**config.mk**
```make
export PLATFORM = sky130hd
export DESIGN_NAME = dsp_xor_arbiter
export DESIGN_NICKNAME = d
export VERILOG_FILES = /design/src/rtl/dsp_xor_arb_pkg.sv /design/src/rtl/dsp_xor_arbiter_rr.sv /design/src/rtl/dsp_xor_arbiter.sv
export SDC_FILE = /design/constraint.sdc
export NUM_CORES = 1
export LEC_CHECK = 0
export ABC_AREA = 1
export BUFFER_PORTS_ARGS = -buffer_cell sky130_fd_sc_hd__clkbuf_2
export CAP_MARGIN = 40
export CORE_AREA = 2 2 229 231
export CTS_CLUSTER_DIAMETER = 150
export DETAILED_ROUTE_END_ITERATION = 7
export DIE_AREA = 0 0 231 233
export GPL_TIMING_DRIVEN = 1
export HOLD_SLACK_MARGIN = 0.08
export PLACE_DENSITY = 0.3
export SYNTH_ARGS = -nofsm -noshare
export SYNTH_HDL_FRONTEND = slang
export SYNTH_SLANG_ARGS = --single-unit
```
**constraint.sdc**
```tcl
create_clock -name CLK -period 1.8 [get_ports CLK]
set_input_delay 0.36 -clock CLK [delete_from_list [all_inputs] [get_ports CLK]]
set_output_delay 0.36 -clock CLK [all_outputs]
set_load 0.05 [all_outputs]
```
**src/rtl/dsp_xor_arb_pkg.sv**
```systemverilog
// Shared sizing helpers and the in-flight tag type for the DSP XOR macro scheduler.
package dsp_xor_arb_pkg;
    localparam int MAX_LATENCY = 2;
    localparam int MAX_REQ     = 8;
    localparam int TAG_ID_W    = $clog2(MAX_REQ);

    function automatic int ID_W(input int n);
        return (n < 2) ? 1 : $clog2(n);
    endfunction

    typedef struct packed {
        logic                valid;
        logic [TAG_ID_W-1:0] id;
    } tag_t;
endpackage

```
**src/rtl/dsp_xor_arbiter_rr.sv**
```systemverilog
// Round-robin arbiter: the pointer holds the last winner; search starts just above it.
module dsp_rr_arbiter
    import dsp_xor_arb_pkg::*;
#(
    parameter int N = 4
) (
    input  logic               clk,
    input  logic               rst_n,
    input  logic [N-1:0]       req,
    input  logic               advance,
    output logic [N-1:0]       grant,
    output logic [ID_W(N)-1:0] grant_id
);
    localparam int IW = ID_W(N);

    logic [IW-1:0] r_ptr;
    logic [N-1:0]  w_mask;
    logic [N-1:0]  w_sel;

    // Requests above the pointer take precedence; otherwise wrap to the lowest index.
    always_comb begin
        w_mask = '0;
        for (int i = 0; i < N; i++) begin
            w_mask[i] = req[i] && (IW'(i) > r_ptr);
        end
    end

    assign w_sel = (|w_mask) ? w_mask : req;

    always_comb begin
        grant    = '0;
        grant_id = '0;
        for (int i = N - 1; i >= 0; i--) begin
            if (w_sel[i]) begin
                grant    = '0;
                grant[i] = 1'b1;
                grant_id = IW'(i);
            end
        end
    end

    always_ff @(posedge clk or negedge rst_n) begin
        if (!rst_n) begin
            r_ptr <= IW'(N - 1);
        end else if (advance) begin
            r_ptr <= grant_id;
        end
    end
endmodule

```
**src/rtl/dsp_xor_arbiter.sv**
```systemverilog
// Shares one DSP XOR macro among NUM_REQ requesters; a tag pipeline that moves with
// the macro's CE routes each result back to the requester that issued it.
module dsp_xor_arbiter
    import dsp_xor_arb_pkg::*;
#(
    parameter int NUM_REQ = 4,
    parameter int WIDTH   = 48,
    parameter int LATENCY = 2
) (
    input  logic                     CLK,
    input  logic                     RST_N,
    input  logic [NUM_REQ-1:0]       REQ_VALID,
    output logic [NUM_REQ-1:0]       REQ_READY,
    input  logic [NUM_REQ*WIDTH-1:0] REQ_A,
    input  logic [NUM_REQ*WIDTH-1:0] REQ_B,
    output logic [NUM_REQ-1:0]       RSP_VALID,
    output logic [WIDTH-1:0]         RSP_DATA,
    output logic [WIDTH-1:0]         DSP_A,
    output logic [WIDTH-1:0]         DSP_B,
    output logic                     DSP_CE,
    output logic                     DSP_RST,
    input  logic [WIDTH-1:0]         DSP_RESULT,
    output logic                     BUSY
);
    localparam int IW = ID_W(NUM_REQ);

    logic               r_dsp_rst;
    logic [NUM_REQ-1:0] w_req;
    logic [NUM_REQ-1:0] w_grant;
    logic [IW-1:0]      w_grant_id;
    logic               w_issue;
    logic               w_inflight;
    logic               w_ce;
    tag_t               w_issue_tag;
    tag_t               w_last_tag;
    logic [WIDTH-1:0]   w_a;
    logic [WIDTH-1:0]   w_b;

    // Macro reset: asserted with RST_N, released on the first clock after RST_N rises.
    always_ff @(posedge CLK or negedge RST_N) begin
        if (!RST_N) begin
            r_dsp_rst <= 1'b1;
        end else begin
            r_dsp_rst <= 1'b0;
        end
    end

    assign w_req = REQ_VALID & {NUM_REQ{~r_dsp_rst}};

    dsp_rr_arbiter #(.N(NUM_REQ)) u_arb (
        .clk      (CLK),
        .rst_n    (RST_N),
        .req      (w_req),
        .advance  (w_issue),
        .grant    (w_grant),
        .grant_id (w_grant_id)
    );

    assign w_issue           = |w_grant;
    assign w_issue_tag.valid = w_issue;
    assign w_issue_tag.id    = TAG_ID_W'(w_grant_id);

    // Grant is one-hot, so an AND-OR mux suffices and yields zero when idle.
    always_comb begin
        w_a = '0;
        w_b = '0;
        for (int i = 0; i < NUM_REQ; i++) begin
            w_a = w_a | ({WIDTH{w_grant[i]}} & REQ_A[i*WIDTH +: WIDTH]);
            w_b = w_b | ({WIDTH{w_grant[i]}} & REQ_B[i*WIDTH +: WIDTH]);
        end
    end

    if (LATENCY == 0) begin : g_lat0
        assign w_last_tag = w_issue_tag;
        assign w_inflight = 1'b0;
    end else begin : g_pipe
        tag_t [LATENCY-1:0] r_tag;

        // Tags advance only with DSP_CE so they stay aligned with the macro's data stages.
        always_ff @(posedge CLK or negedge RST_N) begin
            if (!RST_N) begin
                r_tag <= '0;
            end else if (w_ce) begin
                r_tag[0] <= w_issue_tag;
                for (int k = 1; k < LATENCY; k++) begin
                    r_tag[k] <= r_tag[k-1];
                end
            end
        end

        always_comb begin
            w_inflight = 1'b0;
            for (int k = 0; k < LATENCY; k++) begin
                w_inflight = w_inflight | r_tag[k].valid;
            end
        end

        assign w_last_tag = r_tag[LATENCY-1];
    end

    assign w_ce = w_issue | w_inflight;

    always_comb begin
        RSP_VALID = '0;
        for (int i = 0; i < NUM_REQ; i++) begin
            RSP_VALID[i] = w_last_tag.valid && (w_last_tag.id == TAG_ID_W'(i));
        end
    end

    assign REQ_READY = w_grant;
    assign RSP_DATA  = DSP_RESULT;
    assign DSP_A     = w_a;
    assign DSP_B     = w_b;
    assign DSP_CE    = w_ce;
    assign DSP_RST   = r_dsp_rst;
    assign BUSY      = w_ce;
endmodule

```
==> flow_summary.yaml <==
synth:
  synthArstFlopShare_pct: 100
  synth_most_common_cell: "nand3_1"
  syn-instance-count: 867
  yosys-top-cells-area: "nand3_1, nand2_1, buf_4"
  synth_common_cells: "nand3_1, nand2_1, inv_1, buf_4, buf_2"
  synth_seq_cells: 9
  ys_types: 23
  ys.warnings.count: 0
  synth_nets: 1305
  yosysTopAreaCell: "nand3_1"
  synthFlopType: "dfrtp_1"
  syn_area_um2: 4260
  synth-edff-count: 0
  synth_seq_area_share_pct: 5.38
  syn_area_per_cell_um2: 4.91
  synth_top_area_share_pct: 45.4
floorplan:
  rows: 83
  chipHeight_um: 233
  io-pin-count: 593
  design.core.area_um2: 51100
  die_w_um: 231
  initial_core_util_pct: 8.33
  die-area_um2: 53800
timing:
  max_freq_ghz: 0.378
  hold_slack_ps: 373
  final-hold-violation-count: 0
  drv_slew: 0
  rsz0062_at_grt: "true"
  fin_skew_ps: 0.584
  setup_ws_ps: -847
  fin_crit_sh_pct: 147
  min_period_ps: 2650
  setup_viol_count_final: 105
drt:
  drtIter0Drc: 190
  wl_met1_um: 14400
  met3_length_um: 2600
  wl_met2_um: 20900
  route.detailed.drc: 0
  routed_wl_um: 38900
  routed.top_layer: "met4"
  ant_nets: 0
  wl_per_cell_um: 18.6
  avgViaCountPerCell: 3.82
  drt_first_pass_iters: 4
  vias: 7992
clock_network:
  cts_root_buf: "clkbuf_16"
  clk_pin_slew_ps: 40
  clock_sinks: 9
  ctsLongestPathBuffers: 2
  insertion_delay_ps: 230
  tritoncts: "done"
  ctsHtreeMaxLevel: 1
  numCtsBuffers: 3
critical_path:
  reg2regPathDepth: 12
  reg2reg_slack_ps: -200
  end_kind: "output pin"
  critical_path_class: "flop to output pin"
  arrival_ps: 2290
  r2r-start: "DSP_RST$_DFF_PN1_"
  r2r-end: "g_pipe.r_tag[0]$_DFFE_PN0P_"
  critPathRequiredTime_ps: 1440
  setup.worst_path.start_class: "flop"
  cp_max_fo: 5
global_routing:
  grtUsageTotal_pct: 12.0
  grt_pass1_wl_um: 49200
  grt_overflow: 0
  antenna_found_initial: 1
  grt_max_degree: 36
  grt_pass1_vias: 8269
layout:
  seq_area_um2: 233
  synthToLayoutAreaGrowth_pct: 210
  postLayoutCoreUtil_pct: 25.8
  fillCellCount: 5680
  layout.nets: 1847
  drive_gt1_share_pct: 72.9
  multi_input_area_um2: 5350
power:
  vdd_drop_max_mv: 0.378
  p_total_mw: 7.41
  power.density_nw_per_um2: 561
  p_leak_nw: 6.37
worst_hold_path:
  hp-start: "g_pipe.r_tag[3]$_DFFE_PN0P_"
  hold_path.class: "flop to flop"
  holdPathStages: 0
  min_to: "g_pipe.r_tag[7]$_DFFE_PN0P_"
placed_design:
  dpl.hpwl_um: 27800
  gp_congestion: 0.803
  port_buffers: 496
outcome:
  status: "finished with violations"
  failed_checks: "negative setup slack"
job:
  maxCapViolations: 0
==> through the flow <==
| stage | setup WS [ps] | cell area (um^2) | TNS [ps] | cells |
|---|---|---|---|---|
| floorplan | -445 | 5760 | -43060 | 867 |
| global placement | -671 | 10400 | -51550 | 2022 |
| finish | -847 | 13200 | -73790 | 2090 |
| CTS | -834 | 11400 | -74720 | 2039 |
| global route | -911 | 13200 | -83230 | 2088 |
| detailed placement | -666 | 10400 | -53240 | 2022 |
==> critical path: stages (launching register included) <==
cell       delay (ps)
dfstp_4           640
inv_4              50
nand3_4            90
nand3_4            90
nor2_4            110
buf_12            130
nor2_4             50
buf_6             120
buf_6             120
clkbuf_16         160
buf_8             140
nand3_4            70
nand3_4           110
buf_12            170
==> area by class of cell <==
class,instances,area share [%]
Tap cell,680,6.44
Timing Repair Buffer,658,47.3
Multi-Input combinational cell,624,40.5
Sequential cell,9,1.76
Antenna cell,2,0.0379
Clock buffer,4,0.597
Inverter,113,3.32
==> metal layers <==
metal	vias to the layer above	global-route usage, %
met5	-	0
met4	0	2.36
met3	51	2.23
met2	388	23.4
met1	3661	13.3
li1	3892	-
==> repair_timing <==
item	CTS	global route
hold buffers	1	0
setup buffers	6	27
pin swaps	4	39
resized for setup	167	238
endpoints found under the hold margin	6	0
gates cloned	6	23
endpoints found under the setup margin	103	104
==> sequential cells by signal, indices dropped and copies added (netlist names) <==
signal	cells
g_pipe.r_tag	6
u_arb.r_ptr	2
DSP_RST	1
==> where the power goes <==
part	internal, mW	switching [mW]	leakage, nW
Combinational	3.10	3.64	6.23
Sequential	0.240	0.0291	0.104
Clock	0.296	0.0985	0.0382
==> cells in the final DEF (no fill, tap or decap), types with 2 or more instances in the layout <==
| master | netlist | layout |
|---|---|---|
| buf_12 | 0 | 109 |
| buf_16 | 0 | 10 |
| dfstp_2 | 3 | 2 |
| nor2_4 | 3 | 5 |
| inv_1 | 98 | 60 |
| a21oi_1 | 2 | 2 |
| buf_8 | 0 | 19 |
| nand3_2 | 3 | 148 |
| inv_4 | 0 | 3 |
| clkinv_1 | 13 | 7 |
| clkbuf_8 | 0 | 10 |
| buf_4 | 54 | 52 |
| nand4_1 | 3 | 3 |
| clkbuf_2 | 0 | 395 |
| inv_2 | 2 | 40 |
| nor2_2 | 0 | 4 |
| dfrtp_1 | 6 | 6 |
| diode_2 | 0 | 2 |
| nand3_4 | 0 | 128 |
| nand3_1 | 386 | 113 |
| nand2_2 | 1 | 29 |
| nand2_1 | 206 | 177 |
| nor2_1 | 11 | 5 |
| nor3_1 | 5 | 4 |
| clkbuf_16 | 0 | 23 |
| buf_6 | 1 | 41 |
| clkinv_2 | 0 | 2 |
==> worst max-delay path by stage <==
stage | start | to | cells after the start
floorplan | DSP_RST$_DFF_PN1_ | DSP_CE | 4
global placement | DSP_RST$_DFF_PN1_ | DSP_A[0] | 10
detailed placement | DSP_RST$_DFF_PN1_ | DSP_A[0] | 10
CTS | DSP_RST$_DFF_PN1_ | DSP_A[0] | 9
global route | DSP_RST$_DFF_PN1_ | DSP_A[2] | 10
finish | DSP_RST$_DFF_PN1_ | DSP_B[23] | 13
==> cells by family after synthesis <==
group,Yosys count,synth area share (%)
buffers and inverters,234,26.6
other,1,0.0881
flip-flops,9,5.38
AO/OA/AOI/OAI,4,0.470
AND/OR/NAND/NOR,619,67.5
Power figures use the tool's default switching activity.
